<file path="config.mk">
export PLATFORM = sky130hd
export DESIGN_NAME = filter_spad_reader
export DESIGN_NICKNAME = d
export VERILOG_FILES = /design/src/rtl/filter_spad_reader.sv
export SDC_FILE = /design/constraint.sdc
export NUM_CORES = 1
export LEC_CHECK = 0
export BUFFER_PORTS_ARGS = -buffer_cell sky130_fd_sc_hd__buf_2
export CAP_MARGIN = 20
export CORE_MARGIN = 1
export CORE_UTILIZATION = 62
export DETAILED_ROUTE_END_ITERATION = 10
export GPL_TIMING_DRIVEN = 0
export HOLD_SLACK_MARGIN = 0.02
export PLACE_DENSITY = 0.93
export SETUP_SLACK_MARGIN = 0.3
export SLEW_MARGIN = 20
export SYNTH_ARGS = -nofsm -noshare
export SYNTH_HDL_FRONTEND = slang
export SYNTH_SLANG_ARGS = --single-unit
export TNS_END_PERCENT = 1
</file>
<file path="constraint.sdc">
create_clock -name clk -period 7.3 [get_ports clk]
set_input_delay 1.825 -clock clk [delete_from_list [all_inputs] [get_ports clk]]
set_output_delay 1.825 -clock clk [all_outputs]
set_load 0.005 [all_outputs]
</file>
<file path="src/rtl/filter_spad_reader.sv">
// Streams filter weights from the filter scratchpad to the MAC array, replaying the
// S*q*p weight block num_pass times through a 2-entry output buffer with ready/valid.
module filter_spad_reader #(
   parameter int MEM_DEPTH  = 224,
   parameter int DATA_WIDTH = 16,
   parameter int ADDR_WIDTH = $clog2(MEM_DEPTH)
) (
   input  logic                  clk,
   input  logic                  reset,
   input  logic                  start,
   input  logic [3:0]            filt_size,
   input  logic [4:0]            num_chan,
   input  logic [4:0]            num_filt,
   input  logic [7:0]            num_pass,
   input  logic [ADDR_WIDTH-1:0] spad_wcount,
   output logic                  spad_r_en,
   output logic [ADDR_WIDTH-1:0] spad_r_addr,
   input  logic [DATA_WIDTH-1:0] spad_dout,
   output logic [DATA_WIDTH-1:0] out_data,
   output logic                  out_valid,
   input  logic                  out_ready,
   output logic                  out_first,
   output logic                  out_last,
   output logic                  busy,
   output logic                  done,
   output logic                  cfg_err
);

   typedef enum logic [1:0] {
      IDLE  = 2'd0,
      RUN   = 2'd1,
      DRAIN = 2'd2
   } state_t;

   state_t                state_r;
   state_t                state_s;
   logic [ADDR_WIDTH-1:0] addr_r;
   logic [ADDR_WIDTH-1:0] last_addr_r;
   logic [7:0]            pass_r;
   logic [7:0]            num_pass_r;
   logic                  infl_r;
   logic                  infl_first_r;
   logic                  infl_last_r;
   logic [1:0]            count_r;
   logic [DATA_WIDTH-1:0] data0_r;
   logic [DATA_WIDTH-1:0] data1_r;
   logic                  first0_r;
   logic                  first1_r;
   logic                  last0_r;
   logic                  last1_r;
   logic                  busy_r;
   logic                  done_r;
   logic                  cfg_err_r;

   logic [13:0]           total_s;
   logic                  cfg_ok_s;
   logic                  accept_s;
   logic                  reject_s;
   logic                  pop_s;
   logic                  push_s;
   logic [1:0]            occ_s;
   logic                  issue_s;
   logic                  addr_last_s;
   logic                  pass_last_s;
   logic                  last_issue_s;
   logic                  final_beat_s;

   // Config check, read-issue throttle and handshake decode
   always_comb begin
      total_s  = {10'd0, filt_size} * {9'd0, num_chan} * {9'd0, num_filt};
      cfg_ok_s = (filt_size != 4'd0) && (num_chan != 5'd0) && (num_filt != 5'd0) &&
                 (num_pass != 8'd0) && ({18'd0, total_s} <= 32'(MEM_DEPTH));
      accept_s = (state_r == IDLE) && start && cfg_ok_s;
      reject_s = (state_r == IDLE) && start && !cfg_ok_s;
      pop_s    = (count_r != 2'd0) && out_ready;
      push_s   = infl_r;
      // Occupancy as it stands after this cycle's handshake, so a full-rate stream keeps flowing.
      occ_s    = count_r + {1'b0, infl_r} - {1'b0, pop_s};
      issue_s  = (state_r == RUN) && (addr_r < spad_wcount) && (occ_s < 2'd2);
      addr_last_s  = (addr_r == last_addr_r);
      pass_last_s  = (pass_r == (num_pass_r - 8'd1));
      last_issue_s = issue_s && addr_last_s && pass_last_s;
      final_beat_s = (state_r == DRAIN) && !infl_r && (count_r == 2'd1) && pop_s;
   end

   // Next-state logic
   always_comb begin
      state_s = state_r;
      case (state_r)
         IDLE: begin
            if (accept_s) state_s = RUN;
            else          state_s = IDLE;
         end
         RUN: begin
            if (last_issue_s) state_s = DRAIN;
            else              state_s = RUN;
         end
         DRAIN: begin
            if (final_beat_s) state_s = IDLE;
            else              state_s = DRAIN;
         end
         default: state_s = IDLE;
      endcase
   end

   // State register, latched configuration and linear address / pass counters
   always_ff @(posedge clk or posedge reset) begin
      if (reset) begin
         state_r     <= IDLE;
         addr_r      <= {ADDR_WIDTH{1'b0}};
         last_addr_r <= {ADDR_WIDTH{1'b0}};
         pass_r      <= 8'd0;
         num_pass_r  <= 8'd0;
      end else begin
         state_r <= state_s;
         if (accept_s) begin
            addr_r      <= {ADDR_WIDTH{1'b0}};
            last_addr_r <= ADDR_WIDTH'(total_s - 14'd1);
            pass_r      <= 8'd0;
            num_pass_r  <= num_pass;
         end else if (issue_s) begin
            if (addr_last_s) begin
               addr_r <= {ADDR_WIDTH{1'b0}};
               pass_r <= pass_r + 8'd1;
            end else begin
               addr_r <= addr_r + ADDR_WIDTH'(1);
            end
         end
      end
   end

   // Tag of the read whose data returns next cycle
   always_ff @(posedge clk or posedge reset) begin
      if (reset) begin
         infl_r       <= 1'b0;
         infl_first_r <= 1'b0;
         infl_last_r  <= 1'b0;
      end else begin
         infl_r       <= issue_s;
         infl_first_r <= (addr_r == {ADDR_WIDTH{1'b0}});
         infl_last_r  <= addr_last_s;
      end
   end

   // Two-entry output buffer; entry 0 is always the head presented to the MAC
   always_ff @(posedge clk or posedge reset) begin
      if (reset) begin
         count_r  <= 2'd0;
         data0_r  <= {DATA_WIDTH{1'b0}};
         data1_r  <= {DATA_WIDTH{1'b0}};
         first0_r <= 1'b0;
         first1_r <= 1'b0;
         last0_r  <= 1'b0;
         last1_r  <= 1'b0;
      end else begin
         count_r <= count_r + {1'b0, push_s} - {1'b0, pop_s};
         case ({push_s, pop_s})
            2'b10: begin
               if (count_r == 2'd0) begin
                  data0_r  <= spad_dout;
                  first0_r <= infl_first_r;
                  last0_r  <= infl_last_r;
               end else begin
                  data1_r  <= spad_dout;
                  first1_r <= infl_first_r;
                  last1_r  <= infl_last_r;
               end
            end
            2'b01: begin
               data0_r  <= data1_r;
               first0_r <= first1_r;
               last0_r  <= last1_r;
            end
            2'b11: begin
               if (count_r == 2'd1) begin
                  data0_r  <= spad_dout;
                  first0_r <= infl_first_r;
                  last0_r  <= infl_last_r;
               end else begin
                  data0_r  <= data1_r;
                  first0_r <= first1_r;
                  last0_r  <= last1_r;
                  data1_r  <= spad_dout;
                  first1_r <= infl_first_r;
                  last1_r  <= infl_last_r;
               end
            end
            default: begin
               count_r <= count_r;
            end
         endcase
      end
   end

   // Registered status: busy level, done and cfg_err pulses
   always_ff @(posedge clk or posedge reset) begin
      if (reset) begin
         busy_r    <= 1'b0;
         done_r    <= 1'b0;
         cfg_err_r <= 1'b0;
      end else begin
         busy_r    <= (state_s != IDLE);
         done_r    <= final_beat_s;
         cfg_err_r <= reject_s;
      end
   end

   assign spad_r_en   = issue_s;
   assign spad_r_addr = addr_r;
   assign out_data    = data0_r;
   assign out_valid   = (count_r != 2'd0);
   assign out_first   = first0_r;
   assign out_last    = last0_r;
   assign busy        = busy_r;
   assign done        = done_r;
   assign cfg_err     = cfg_err_r;

endmodule

</file>
; ---- Word level (Yosys, flattened, before mapping)
; Index checks and enable logic that the tools add are counted.
[classes]
multipliers = 2
n_lt_le_gt_ge = 3
muxes = 28
n_eq_ne = 11
add_sub_neg = 6
reduce_logical = 34
[ops]
columns = cell, count
row1 = $mux W16, 4
row2 = $mux W8, 6
row3 = $pmux W16 S3, 1
row4 = $pmux W16 S2, 1
row5 = $add A8 B1 Y8 const B, 2
row6 = $eq A8 B8 Y1, 2
row7 = $sub A8 B1 Y8 const B, 2
row8 = $logic_and A1 B1 Y1, 15
row9 = $le A14 B8 Y1 const B, 1
row10 = $mul A9 B5 Y14, 1
row11 = $reduce_bool A2 Y1, 5
row12 = $reduce_bool A5 Y1, 2
row13 = $mul A4 B5 Y9, 1
row14 = $mux W1, 9
row15 = $logic_not A8 Y1, 1
row16 = $lt A8 B8 Y1, 1
row17 = $reduce_bool A8 Y1, 1
row18 = $eq A2 B1 Y1 const B, 3
row19 = $eq A2 B2 Y1 const B, 3
row20 = $ne A2 B2 Y1 const B, 3
row21 = $pmux W1 S3, 2
row22 = $pmux W2 S3, 1
row23 = $logic_not A2 Y1, 2
row24 = $mux W2, 2
row25 = 10 further kinds, 13
[totals]
input_bits = 50
word_cells = 102
output_inout_bits = 31
reg_bits = 78

; ---- Longest topological paths before layout
[depth]
word_depth = 10
depth_mapped = 28
ltp_nobuf = 25

; ---- Worst setup path before layout
; Ideal clock, no wire load.
[synth_path]
path_kind = input to register
from = input port num_chan[0]
to = register num_pass_r[7]
arrival_ps = 8019
path_slack_ps = -846
setup_ps = 127
t_required_ps = 7173
n_path_buf = 3
path_stages = 23
path_cell_list = clkbuf_1 > nand2_1 > fa_1 > fa_1 > inv_1 > ha_1 > a21o_1 > a21oi_1 > xnor2_1 > and2_1 > fa_1 > fa_1 > fa_1 > ha_1 > clkbuf_2 > a211oi_1 > nor2_1 > a211oi_2 > xor2_1 > nand4_1 > nor4_4 > buf_6 > mux2_1
[synth_between]
elab_chain_cells = 6
elab_cells_between_ends = 9
classes_between = mul (2) / order compare (1) / reduce/logical (6)
[synth_rtl]
columns = element, line_no
row1 = start: declaration, 12  ; input logic [4:0] num_chan,
row2 = branches (longest 4 deep; another with $mul A9 B5 Y14), --
row3 = $logic_and A1 B1 Y1 (*), 72  ; (num_pass != 8'd0) && ({18'd0, total_s} <= 32'(MEM_DEPTH));
row4 = $logic_and A1 B1 Y1 (*), 73  ; accept_s = (state_r == IDLE) && start && cfg_ok_s;
row5 = end signal: assignment, 120  ; num_pass_r <= num_pass;
row6 = end: declaration, 40  ; logic [7:0] num_pass_r;
; Every way passes the cells marked *.
; A chain may end at the register's enable or synchronous reset.

; ---- Worst setup path after layout
[layout_path]
from = input port filt_size[1]
to = register last_addr_r[7]
[layout_between]
elab_chain_cells = 6
elab_cells_between_ends = 10
classes_between = add/sub (1) / mul (2) / order compare (1) / reduce/logical (6)
[layout_rtl]
columns = element, line_no
row1 = start: declaration, 11  ; input logic [3:0] filt_size,
row2 = branches (longest 6 deep; another with $mul A9 B5 Y14), --
row3 = end signal: assignment, 111  ; last_addr_r <= {ADDR_WIDTH{1'b0}};
row4 = end signal: assignment, 118  ; last_addr_r <= ADDR_WIDTH'(total_s - 14'd1);
row5 = end: declaration, 38  ; logic [ADDR_WIDTH-1:0] last_addr_r;
; Parallel ways; which one is timed is not known.

==> flow_summary.yaml <==
timing:
  fmax_ghz: 0.133
  fin_ws_ns: -0.206
  finalMaxSlewViolations: 0
  fin_crit_sh_pct: 103
  hold_viol: 0
  worst_slew_pin_slew_ns: 1.15
  slew_headroom_pct: 21.3
  grt_setup_unrepaired: "yes"
  tns_ns: -3.81
  fin_skew_ns: 0.0123
  hold_slack_ns: 0.482
  fin_crit_ns: 7.51
  setup_viol: 34
synth:
  yosysMostFrequentCell: "dfrtp_1"
  postSynth.asyncResetShare_pct: 100
  ys_ff_latch: 78
  synth_top_area_share_pct: 32.3
  synth_common_cells: "78 x dfrtp_1, 59 x inv_1, 49 x ha_1, 49 x nand2_1, 35 x and2_1"
  syn-cell-area_um2: 6040
  synth.yosys.warnings: 0
  synth_area_leader_cell: "dfrtp_1"
  syn_nets: 733
  avgSynthCellArea_um2: 9.95
  synth-seq-area-share_pct: 32.3
  synth_edf_count: 0
  yosys.cell_types.count: 54
  synthTopCellsByArea: "dfrtp_1 32%, ha_1 10%, fa_1 9.0%"
  postSynthCellCount: 607
  synth_flop_cell: "dfrtp_1"
worst_setup_path:
  timing.critical_path.mode_cell: "fa_1"
  required_ns: 7.54
  max_stage_delay_ns: 0.55
  critPathArrivalTime_ns: 7.75
  path_class: "input port to register"
  end_kind: "register"
  crit_path_start_kind: "input port"
  crit_buf_inv: 6
  path_max_fanout: 6
  critPathSlowestCell: "fa_1"
  critical-path-top-delay-family: "adder cells"
routing:
  drt-wirelength-per-cell_um: 17.5
  drt_iter0_markers: 256
  drc: 0
  ant_nets: 0
  vias: 5010
  first_pass_iters: 5
  viasPerCell: 5.87
  drt_wl_total_um: 14900
grt:
  grtUsageTotal_pct: 30.4
  grt_pass1_vias: 5196
  gr-total-overflow: 0
  grt_pass1_wl_um: 24000
  grt_max_degree: 43
  antenna_found_initial: 0
placed_design:
  port-buffer-count: 79
  gp_congestion: 0.841
  dp_hpwl_um: 10500
outcome:
  violations: "setup timing"
  status: "finished, violations left"
final_layout:
  multi_input_comb_area_um2: 4060
  antenna_cells: 0
  drive_gt1_share_pct: 28.0
  final_util_pct: 78.9
  fill_cells: 530
  syn2layout_area_growth_pct: 21.8
  register_area_um2: 1950
  final_nets: 846
floorplan:
  die_w_um: 101
  core_area_um2: 9330
  die-height_um: 101
  die-area_um2: 10100
  initial_core_util_pct: 64.7
  ios: 81
  row_count: 35
hold_path:
  hp-class: "register to register"
power_and_ir_drop:
  irDropWorstVdd_mv: 0.196
  p_total_w: 0.00268
  power.density_nw_per_um2: 364
  p_leak_nw: 3.63
clock_network:
  root_buffer: "clkbuf_8"
  worstSkewPairLatency_ns: 0.35
  path_clk_slew_ns: 0.08
  cts_tree: "done"
  htreeDepth: 3
  cts_sinks: 78
  cts_buffers: 9
  cts_max_path_buffers: 2
run:
  max-cap-violations: 0
worst min-delay path, cell delays in order, from the launching register on:
cell and delay, ns:
dfrtp_1 0.34, nand2_1 0.05, o21ai_0 0.06
sequential cells by signal, summed over array words and instances, names as in the netlist:
signal	flops
data1_r	16
out_data	16
last_addr_r	8
num_pass_r	8
pass_r	8
spad_r_addr	8
count_r	2
state_r	2
busy	1
cfg_err	1
done	1
first1_r	1
infl_first_r	1
infl_last_r	1
infl_r	1
last1_r	1
out_first	1
out_last	1
cell families (layout without fill, tap and decap cells):
| logic type | after synthesis | after routing | share of synthesized area (%) |
|---|---|---|---|
| xor gates and xnor gates | 49 | 49 | 7.34 |
| adders and majority gates | 76 | 76 | 19.1 |
| buffers and inverters | 75 | 192 | 5.12 |
| muxes | 55 | 55 | 10.4 |
| DFF | 78 | 78 | 32.3 |
| AOI/OAI and AO/OA | 81 | 81 | 8.50 |
| and+or+nand+nor | 193 | 193 | 17.2 |
worst paths after layout:
kind	startpoint	slack, ns	to	depth (start not counted)
setup / recovery	filt_size[1]	-0.21	last_addr_r[7]	25
max in group asynchronous	reset	5.23	out_data[12]	3
min in group asynchronous	reset	1.50	spad_r_addr[1]	2
hold / removal	out_data[13]	0.48	out_data[13]	2
setup reg to reg	count_r[1]	3.42	state_r[0]	13
hold reg to reg	out_data[13]	0.48	out_data[13]	2
stage by stage:
| step | area, µm² | cells | setup WS [ns] |
|---|---|---|---|
| detailed placement | 6750 | 816 | -0.862 |
| global placement | 6730 | 815 | -0.666 |
| finish | 7360 | 853 | -0.206 |
| CTS | 7170 | 843 | -0.308 |
| floorplan | 6170 | 607 | -0.206 |
| global route | 7360 | 853 | -0.334 |
power breakdown:
part	internal (W)	switching [W]	total, W
combinational	0.000797	0.000882	0.00168
sequential	0.000571	0.000110	0.000681
clock	0.000155	0.000160	0.000315
total	0.00152	0.00115	0.00268
cells in the final DEF, fill, tap and decap left out, types with 4 or more instances in the layout:
cell type / synthesis / layout
nand3b_1: 4 / 4
clkbuf_1: 10 / 9
nor3b_1: 7 / 7
and2_1: 35 / 32
mux2_4: 10 / 12
nand2_2: 0 / 4
clkbuf_8: 0 / 10
nand2_1: 49 / 43
nor4_1: 6 / 5
mux2_2: 23 / 22
xor2_1: 17 / 17
o21ai_0: 32 / 31
and3_1: 9 / 9
nor2b_1: 8 / 8
ha_4: 0 / 9
nand4_1: 12 / 12
xnor2_1: 31 / 25
buf_8: 1 / 5
nor3_1: 9 / 9
nor2_1: 29 / 29
buf_2: 0 / 73
fa_1: 27 / 25
dfrtp_1: 78 / 78
nand3_1: 8 / 8
a21o_1: 4 / 4
ha_1: 49 / 40
nand2b_1: 6 / 6
mux2i_1: 21 / 21
a21oi_1: 15 / 11
xnor2_2: 0 / 5
a31oi_1: 4 / 4
buf_4: 0 / 21
inv_1: 59 / 56
what timing repair did:
item,CTS,global route
gates cloned,1,0
endpoints found under the hold margin,0,0
pin swaps,30,38
buffers inserted,11,10
gates resized for setup,30,23
hold buffers,0,0
setup endpoints to repair,35,35
layout make-up:
cell class	instances	share of cell area (%)
buffer	16	1.77
clock buffer	9	1.68
clock inverter	6	0.833
inverter	59	3.04
multi-input combinational	454	55.1
sequential	78	26.5
tap	129	2.19
timing repair buffer	102	8.83
per-layer routing:
layer / track usage [%] / up-vias / share of wire, %
met2: 55.6 / 215 / 53
met5: 0 / - / 0
met3: 6.03 / 51 / 5.8
li1: - / 2304 / -
met1: 34.0 / 2440 / 38
met4: 14.2 / 0 / 3.5
Note: power is estimated with default switching activity, not from simulation.
